## src/rtl/multicycle_control_if.sv

```systemverilog
// Control bundle between the multicycle sequencer and the MIPS datapath/memory.
// master : sequencer side (consumes opcode/mem_ready, drives all control lines)
// slave  : datapath side (drives opcode/mem_ready, consumes all control lines)
interface multicycle_control_if;
  logic [5:0] opcode_i;
  logic       mem_ready_i;
  logic       pc_write_o;
  logic       pc_write_eq_o;
  logic       pc_write_ne_o;
  logic [1:0] pc_source_o;
  logic       ir_write_o;
  logic       i_or_d_o;
  logic       mem_read_o;
  logic       mem_write_o;
  logic       mem_to_reg_o;
  logic       reg_dst_o;
  logic       reg_write_o;
  logic       alu_src_a_o;
  logic [1:0] alu_src_b_o;
  logic [2:0] alu_op_o;
  logic [3:0] state_o;
  logic       instr_done_o;
  logic       illegal_op_o;

  modport master (
    input  opcode_i, mem_ready_i,
    output pc_write_o, pc_write_eq_o, pc_write_ne_o, pc_source_o, ir_write_o,
           i_or_d_o, mem_read_o, mem_write_o, mem_to_reg_o, reg_dst_o,
           reg_write_o, alu_src_a_o, alu_src_b_o, alu_op_o, state_o,
           instr_done_o, illegal_op_o
  );

  modport slave (
    output opcode_i, mem_ready_i,
    input  pc_write_o, pc_write_eq_o, pc_write_ne_o, pc_source_o, ir_write_o,
           i_or_d_o, mem_read_o, mem_write_o, mem_to_reg_o, reg_dst_o,
           reg_write_o, alu_src_a_o, alu_src_b_o, alu_op_o, state_o,
           instr_done_o, illegal_op_o
  );
endinterface

```

## src/rtl/multicycle_control.sv

```systemverilog
// Multicycle MIPS sequencer: Moore FSM stepping each instruction through
// fetch, decode, execute, memory and write-back, sharing one ALU and one
// memory port. Memory accesses stall on mem_ready_i.
// Ports:
//   clk   - rising-edge clock
//   reset - asynchronous active-high, returns to FETCH
//   bus   - multicycle_control_if.master: opcode/mem_ready in, all control out
// ALU op encoding: 000 lui, 001 or, 010 and, 011 sub, 100 add, 111 funct.
module multicycle_control #(
  parameter bit USE_MEM_READY = 1'b1
) (
  input  logic                        clk,
  input  logic                        reset,
  multicycle_control_if.master        bus
);

  typedef enum logic [3:0] {
    S_FETCH     = 4'd0,
    S_DECODE    = 4'd1,
    S_MEM_ADDR  = 4'd2,
    S_MEM_READ  = 4'd3,
    S_MEM_WB    = 4'd4,
    S_MEM_WRITE = 4'd5,
    S_EXEC_R    = 4'd6,
    S_R_WB      = 4'd7,
    S_EXEC_I    = 4'd8,
    S_I_WB      = 4'd9,
    S_BRANCH    = 4'd10,
    S_JUMP      = 4'd11,
    S_ILLEGAL   = 4'd12
  } state_t;

  state_t     r_state;
  state_t     w_next;
  logic [5:0] r_op;
  logic       w_ready;

  assign w_ready = USE_MEM_READY ? bus.mem_ready_i : 1'b1;

  always_ff @(posedge clk or posedge reset) begin
    if (reset) begin
      r_state <= S_FETCH;
      r_op    <= '0;
    end else begin
      r_state <= w_next;
      if (r_state == S_DECODE)
        r_op <= bus.opcode_i;
    end
  end

  always_comb begin
    w_next            = S_FETCH;
    bus.pc_write_o    = 1'b0;
    bus.pc_write_eq_o = 1'b0;
    bus.pc_write_ne_o = 1'b0;
    bus.pc_source_o   = 2'b00;
    bus.ir_write_o    = 1'b0;
    bus.i_or_d_o      = 1'b0;
    bus.mem_read_o    = 1'b0;
    bus.mem_write_o   = 1'b0;
    bus.mem_to_reg_o  = 1'b0;
    bus.reg_dst_o     = 1'b0;
    bus.reg_write_o   = 1'b0;
    bus.alu_src_a_o   = 1'b0;
    bus.alu_src_b_o   = 2'b00;
    bus.alu_op_o      = 3'b000;
    bus.instr_done_o  = 1'b0;
    bus.illegal_op_o  = 1'b0;

    case (r_state)
      S_FETCH: begin
        bus.mem_read_o  = 1'b1;
        bus.alu_src_b_o = 2'b01;
        bus.alu_op_o    = 3'b100;
        // Reset is async, so the state already reads FETCH while it is held;
        // the write strobes must be masked directly to avoid PC/IR loads.
        bus.ir_write_o  = w_ready & ~reset;
        bus.pc_write_o  = w_ready & ~reset;
        w_next          = w_ready ? S_DECODE : S_FETCH;
      end
      S_DECODE: begin
        bus.alu_src_b_o = 2'b11;
        bus.alu_op_o    = 3'b100;
        case (bus.opcode_i)
          6'h00:                      w_next = S_EXEC_R;
          6'h08, 6'h0c, 6'h0d, 6'h0f: w_next = S_EXEC_I;
          6'h23, 6'h2b:               w_next = S_MEM_ADDR;
          6'h04, 6'h05:               w_next = S_BRANCH;
          6'h02:                      w_next = S_JUMP;
          default:                    w_next = S_ILLEGAL;
        endcase
      end
      S_EXEC_R: begin
        bus.alu_src_a_o = 1'b1;
        bus.alu_src_b_o = 2'b00;
        bus.alu_op_o    = 3'b111;
        w_next          = S_R_WB;
      end
      S_R_WB: begin
        bus.reg_dst_o    = 1'b1;
        bus.reg_write_o  = 1'b1;
        bus.instr_done_o = 1'b1;
        w_next           = S_FETCH;
      end
      S_EXEC_I: begin
        bus.alu_src_a_o = 1'b1;
        bus.alu_src_b_o = 2'b10;
        case (r_op)
          6'h0c:   bus.alu_op_o = 3'b010;
          6'h0d:   bus.alu_op_o = 3'b001;
          6'h0f:   bus.alu_op_o = 3'b000;
          default: bus.alu_op_o = 3'b100;
        endcase
        w_next = S_I_WB;
      end
      S_I_WB: begin
        bus.reg_write_o  = 1'b1;
        bus.instr_done_o = 1'b1;
        w_next           = S_FETCH;
      end
      S_MEM_ADDR: begin
        bus.alu_src_a_o = 1'b1;
        bus.alu_src_b_o = 2'b10;
        bus.alu_op_o    = 3'b100;
        w_next          = (r_op == 6'h23) ? S_MEM_READ : S_MEM_WRITE;
      end
      S_MEM_READ: begin
        bus.i_or_d_o   = 1'b1;
        bus.mem_read_o = 1'b1;
        w_next         = w_ready ? S_MEM_WB : S_MEM_READ;
      end
      S_MEM_WB: begin
        bus.mem_to_reg_o = 1'b1;
        bus.reg_write_o  = 1'b1;
        bus.instr_done_o = 1'b1;
        w_next           = S_FETCH;
      end
      S_MEM_WRITE: begin
        bus.i_or_d_o     = 1'b1;
        bus.mem_write_o  = 1'b1;
        bus.instr_done_o = w_ready;
        w_next           = w_ready ? S_FETCH : S_MEM_WRITE;
      end
      S_BRANCH: begin
        bus.alu_src_a_o   = 1'b1;
        bus.alu_src_b_o   = 2'b00;
        bus.alu_op_o      = 3'b011;
        bus.pc_source_o   = 2'b01;
        bus.pc_write_eq_o = (r_op == 6'h04);
        bus.pc_write_ne_o = (r_op == 6'h05);
        bus.instr_done_o  = 1'b1;
        w_next            = S_FETCH;
      end
      S_JUMP: begin
        bus.pc_write_o   = 1'b1;
        bus.pc_source_o  = 2'b10;
        bus.instr_done_o = 1'b1;
        w_next           = S_FETCH;
      end
      S_ILLEGAL: begin
        bus.illegal_op_o = 1'b1;
        bus.instr_done_o = 1'b1;
        w_next           = S_FETCH;
      end
      default: w_next = S_FETCH;
    endcase
  end

  assign bus.state_o = r_state;

endmodule

```

## src/flat_wrapper.sv

```systemverilog
// flat-port wrapper written by rule: the top's interface ports become plain ports
module multicycle_control_flat 
#(
  parameter bit USE_MEM_READY = 1'b1
)
  (clk, reset, bus_opcode_i, bus_mem_ready_i, bus_pc_write_o, bus_pc_write_eq_o, bus_pc_write_ne_o, bus_pc_source_o, bus_ir_write_o, bus_i_or_d_o, bus_mem_read_o, bus_mem_write_o, bus_mem_to_reg_o, bus_reg_dst_o, bus_reg_write_o, bus_alu_src_a_o, bus_alu_src_b_o, bus_alu_op_o, bus_state_o, bus_instr_done_o, bus_illegal_op_o);
  multicycle_control_if bus_i ();
  input  logic clk;
  input  logic reset;
  input wire logic [$bits(bus_i.opcode_i)-1:0] bus_opcode_i;
  input wire logic [$bits(bus_i.mem_ready_i)-1:0] bus_mem_ready_i;
  output wire logic [$bits(bus_i.pc_write_o)-1:0] bus_pc_write_o;
  output wire logic [$bits(bus_i.pc_write_eq_o)-1:0] bus_pc_write_eq_o;
  output wire logic [$bits(bus_i.pc_write_ne_o)-1:0] bus_pc_write_ne_o;
  output wire logic [$bits(bus_i.pc_source_o)-1:0] bus_pc_source_o;
  output wire logic [$bits(bus_i.ir_write_o)-1:0] bus_ir_write_o;
  output wire logic [$bits(bus_i.i_or_d_o)-1:0] bus_i_or_d_o;
  output wire logic [$bits(bus_i.mem_read_o)-1:0] bus_mem_read_o;
  output wire logic [$bits(bus_i.mem_write_o)-1:0] bus_mem_write_o;
  output wire logic [$bits(bus_i.mem_to_reg_o)-1:0] bus_mem_to_reg_o;
  output wire logic [$bits(bus_i.reg_dst_o)-1:0] bus_reg_dst_o;
  output wire logic [$bits(bus_i.reg_write_o)-1:0] bus_reg_write_o;
  output wire logic [$bits(bus_i.alu_src_a_o)-1:0] bus_alu_src_a_o;
  output wire logic [$bits(bus_i.alu_src_b_o)-1:0] bus_alu_src_b_o;
  output wire logic [$bits(bus_i.alu_op_o)-1:0] bus_alu_op_o;
  output wire logic [$bits(bus_i.state_o)-1:0] bus_state_o;
  output wire logic [$bits(bus_i.instr_done_o)-1:0] bus_instr_done_o;
  output wire logic [$bits(bus_i.illegal_op_o)-1:0] bus_illegal_op_o;
  assign bus_i.opcode_i = bus_opcode_i;
  assign bus_i.mem_ready_i = bus_mem_ready_i;
  assign bus_pc_write_o = bus_i.pc_write_o;
  assign bus_pc_write_eq_o = bus_i.pc_write_eq_o;
  assign bus_pc_write_ne_o = bus_i.pc_write_ne_o;
  assign bus_pc_source_o = bus_i.pc_source_o;
  assign bus_ir_write_o = bus_i.ir_write_o;
  assign bus_i_or_d_o = bus_i.i_or_d_o;
  assign bus_mem_read_o = bus_i.mem_read_o;
  assign bus_mem_write_o = bus_i.mem_write_o;
  assign bus_mem_to_reg_o = bus_i.mem_to_reg_o;
  assign bus_reg_dst_o = bus_i.reg_dst_o;
  assign bus_reg_write_o = bus_i.reg_write_o;
  assign bus_alu_src_a_o = bus_i.alu_src_a_o;
  assign bus_alu_src_b_o = bus_i.alu_src_b_o;
  assign bus_alu_op_o = bus_i.alu_op_o;
  assign bus_state_o = bus_i.state_o;
  assign bus_instr_done_o = bus_i.instr_done_o;
  assign bus_illegal_op_o = bus_i.illegal_op_o;
  multicycle_control #(.USE_MEM_READY(USE_MEM_READY)) u_core (.clk(clk), .reset(reset), .bus(bus_i));
endmodule
```

## config.mk

```make
export PLATFORM = sky130hd
export DESIGN_NAME = multicycle_control_flat
export DESIGN_NICKNAME = d
export VERILOG_FILES = /design/src/rtl/multicycle_control_if.sv /design/src/rtl/multicycle_control.sv /design/src/flat_wrapper.sv
export SDC_FILE = /design/constraint.sdc
export NUM_CORES = 1
export LEC_CHECK = 0
export CAP_MARGIN = 40
export CORE_AREA = 2 2 65 42
export DETAILED_ROUTE_END_ITERATION = 7
export DIE_AREA = 0 0 67 44
export PLACE_DENSITY = 0.69
export SYNTH_ARGS = -nofsm -noshare
export SYNTH_HDL_FRONTEND = slang
export SYNTH_SLANG_ARGS = --single-unit
```

## constraint.sdc

```tcl
create_clock -name clk -period 2.1 [get_ports clk]
set_input_delay 0.21 -clock clk [delete_from_list [all_inputs] [get_ports clk]]
set_output_delay 0.21 -clock clk [all_outputs]
set_load 0.01 [all_outputs]
```

==> run summary <==
outcome - complete, no violations
crit path from - u_core.bus.state_o[1]
peak supply drop - 0.000752 V
Hold-fix buffers, CTS - 0
Synth area leader - dfrtp_1
share of layout cells above drive strength 1 - 0.210
Area Overhead vs Synth - 62.0%
setup ws final - 0.0466 ns
vias in the first global route - 907
die extent in x - 67 um
Worst slew margin - 0.750
post-layout min period - 2.05 ns
placement row count - 14
Synth cell types - 39
Port Buffers - 32
Synth Register Bits - 10
first-pass GRT wire length - 4290 um
Synth top cells by count - nor2_1 (13), dfrtp_1 (10), nand2_1 (8)
core outline area - 2380 um^2
clock sink count - 10
residual DRC count - 0
total gr overflow - 0
IO Pins - 33
post-route setup TNS - 0 ns
vias per std cell - 5.44
placer congestion estimate - 0.806
worst reg2reg startpoint - u_core.bus.state_o[2]
most common cell in the netlist - nor2_1
Leak - 0.626 nW
diodes inserted - 0
initial antenna violation count - 0
final worst-path cycle share - 0.978
final net count - 168
max-slew violations - 0
die span in y - 44 um
Slew @ Worst Pin - 0.371 ns
yosys warns - 0
endpoints failing setup - 0
Crit. End Element - primary output
CTS tree - built
MaxCap Viol Count - 0
fraction of registers with async set/reset - 1.00
Final ANT Viol Nets - 0
Starting Density - 0.358
CTS root buf - clkbuf_8
wire per inst - 15.3 um
final hold vios - 0
power density cells - 1230 nW/um^2
Critical Path AT - 1.84 ns
register area share after synthesis - 0.293
H-tree depth - 1
synth top area cells - dfrtp_1 (29%), mux2_2 (6.6%), nor2_1 (5.7%), nand2b_1 (4.4%), a21oi_1 (4.1%)
Clk Latency, worst-skew pair - 0.24 ns
max frequency - 0.487 GHz
total wire length - 2890 um
startpoint types - flip-flop
design area - 1380 um^2
Synthesized Nets - 120
Mapped Area - 853 um^2
overall routing resource usage - 0.194
total iterations of the first detailed-routing run - 4
largest net degree at the start of global routing - 18
area share of the largest cell type after synthesis - 0.293
Hold Slack - 0.294 ns
routed via count - 1,028
CTS buffer count - 3
placed cell areas - 1280 um^2
Final Core Density - 0.580
WS Path Type - flip-flop to primary output
FILL cells - 215
Place WS - 0.146 ns
Crit path required time - 1.89 ns
Primary FF master, synth - dfrtp_1
CTS clock-pin slew for the worst setup and hold paths - 0.05 ns
Syn Area/Cell - 7.69 um^2
Post-synth EDFFs - 0
Final Skew - 0.00208 ns
Clock Tree Buf Depth - 2
Die Area - 2950 um^2
Worst Path Max Fanout - 6
worst min-delay path class - input port to async pin
Post-DP HPWL - 2080 um
First DRT Iteration DRCs - 67
cells after synthesis - 111
## worst max-delay path: stages, from the launching register on
cell             delay (ns)
dfrtp_2                0.46
buf_4                  0.18
nor2_1                 0.15
inv_1                  0.10
o22ai_1                0.15
clkdlybuf4s50_1        0.56
## worst paths after layout
kind                                          to  slack [ns]  cells past startpoint
max                              bus_reg_write_o        0.05                      5
min                               u_core.r_op[0]        0.29                      3
max reg2reg                       u_core.r_op[5]        0.48                      5
min reg2reg                       u_core.r_op[5]        0.56                      1
max in group asynchronous  u_core.bus.state_o[1]        1.65                      3
min in group clk                  u_core.r_op[5]        0.56                      1
## where the power goes
group | switching (mW) | internal (mW) | leakage (nW) | total [mW]
combinational | 0.541 | 0.564 | 0.483 | 1.11
clock | 0.0762 | 0.126 | 0.0216 | 0.202
sequential | 0.105 | 0.283 | 0.121 | 0.388
## logic make-up after synthesis
kind of cell,count (synthesis),share of synthesized area
buffers and inverters,11,0.0484
XOR/XNOR,1,0.0103
AND/OR/NAND/NOR,56,0.365
flip-flops,10,0.293
multiplexers,6,0.0777
AO/OA/AOI/OAI,27,0.205
## registers in the layout (all words and copies together), names as in the netlist
name,flops
u_core.r_op,6
u_core.bus.state_o,4
## timing repair
action | CTS | global route
buffers inserted | 0 | 5
endpoints found under the setup margin | 5 | 5
resized for setup | 4 | 9
pin swaps | 1 | 0
## final cells by class
cell class | instances | area, um^2 | area share
multi-input combinational | 90 | 572 | 0.414
timing repair buffer | 49 | 459 | 0.332
sequential | 10 | 251 | 0.182
clock buffer | 3 | 41.3 | 0.0299
tap | 32 | 40.0 | 0.0290
inverter | 5 | 18.8 | 0.0136
## metal layers
metal / vias up / routed length, um / part of all wire / track usage
met1: 488 / 1360 / 0.47 / 0.282
met5: - / 0 / 0 / 0
met2: 42 / 1310 / 0.45 / 0.295
met3: 2 / 200 / 0.069 / 0.0571
met4: 0 / 7 / 0.0024 / 0.0245
li1: 496 / - / - / -
## metrics by stage
| step | total power [mW] | std cells |
|---|---|---|
| after global placement | 1.42 | 181 |
| final | 1.69 | 189 |
| after floorplan | 0.938 | 111 |
| after global routing | 1.80 | 189 |
| after CTS | 1.64 | 184 |
| after detailed placement | 1.44 | 181 |
## layout by cell type, fill, tap and decap left out, types with 2 or more instances in the layout
cell             count
a211oi_1             2
a21oi_1              7
and2_1               2
buf_4               14
buf_6                2
clkbuf_8             3
clkdlybuf4s50_1     25
dfrtp_1              9
dlygate4sd2_1        3
dlymetal6s2s_1       4
inv_1                5
mux2_2               5
nand2_1              8
nand2b_1             6
nand3_1              4
nand4b_1             2
nor2_1              12
nor2b_1              2
nor3_1               5
nor4_1               2
o21ai_0              7
o21ai_1              3
(Power assumes the default switching activity.)
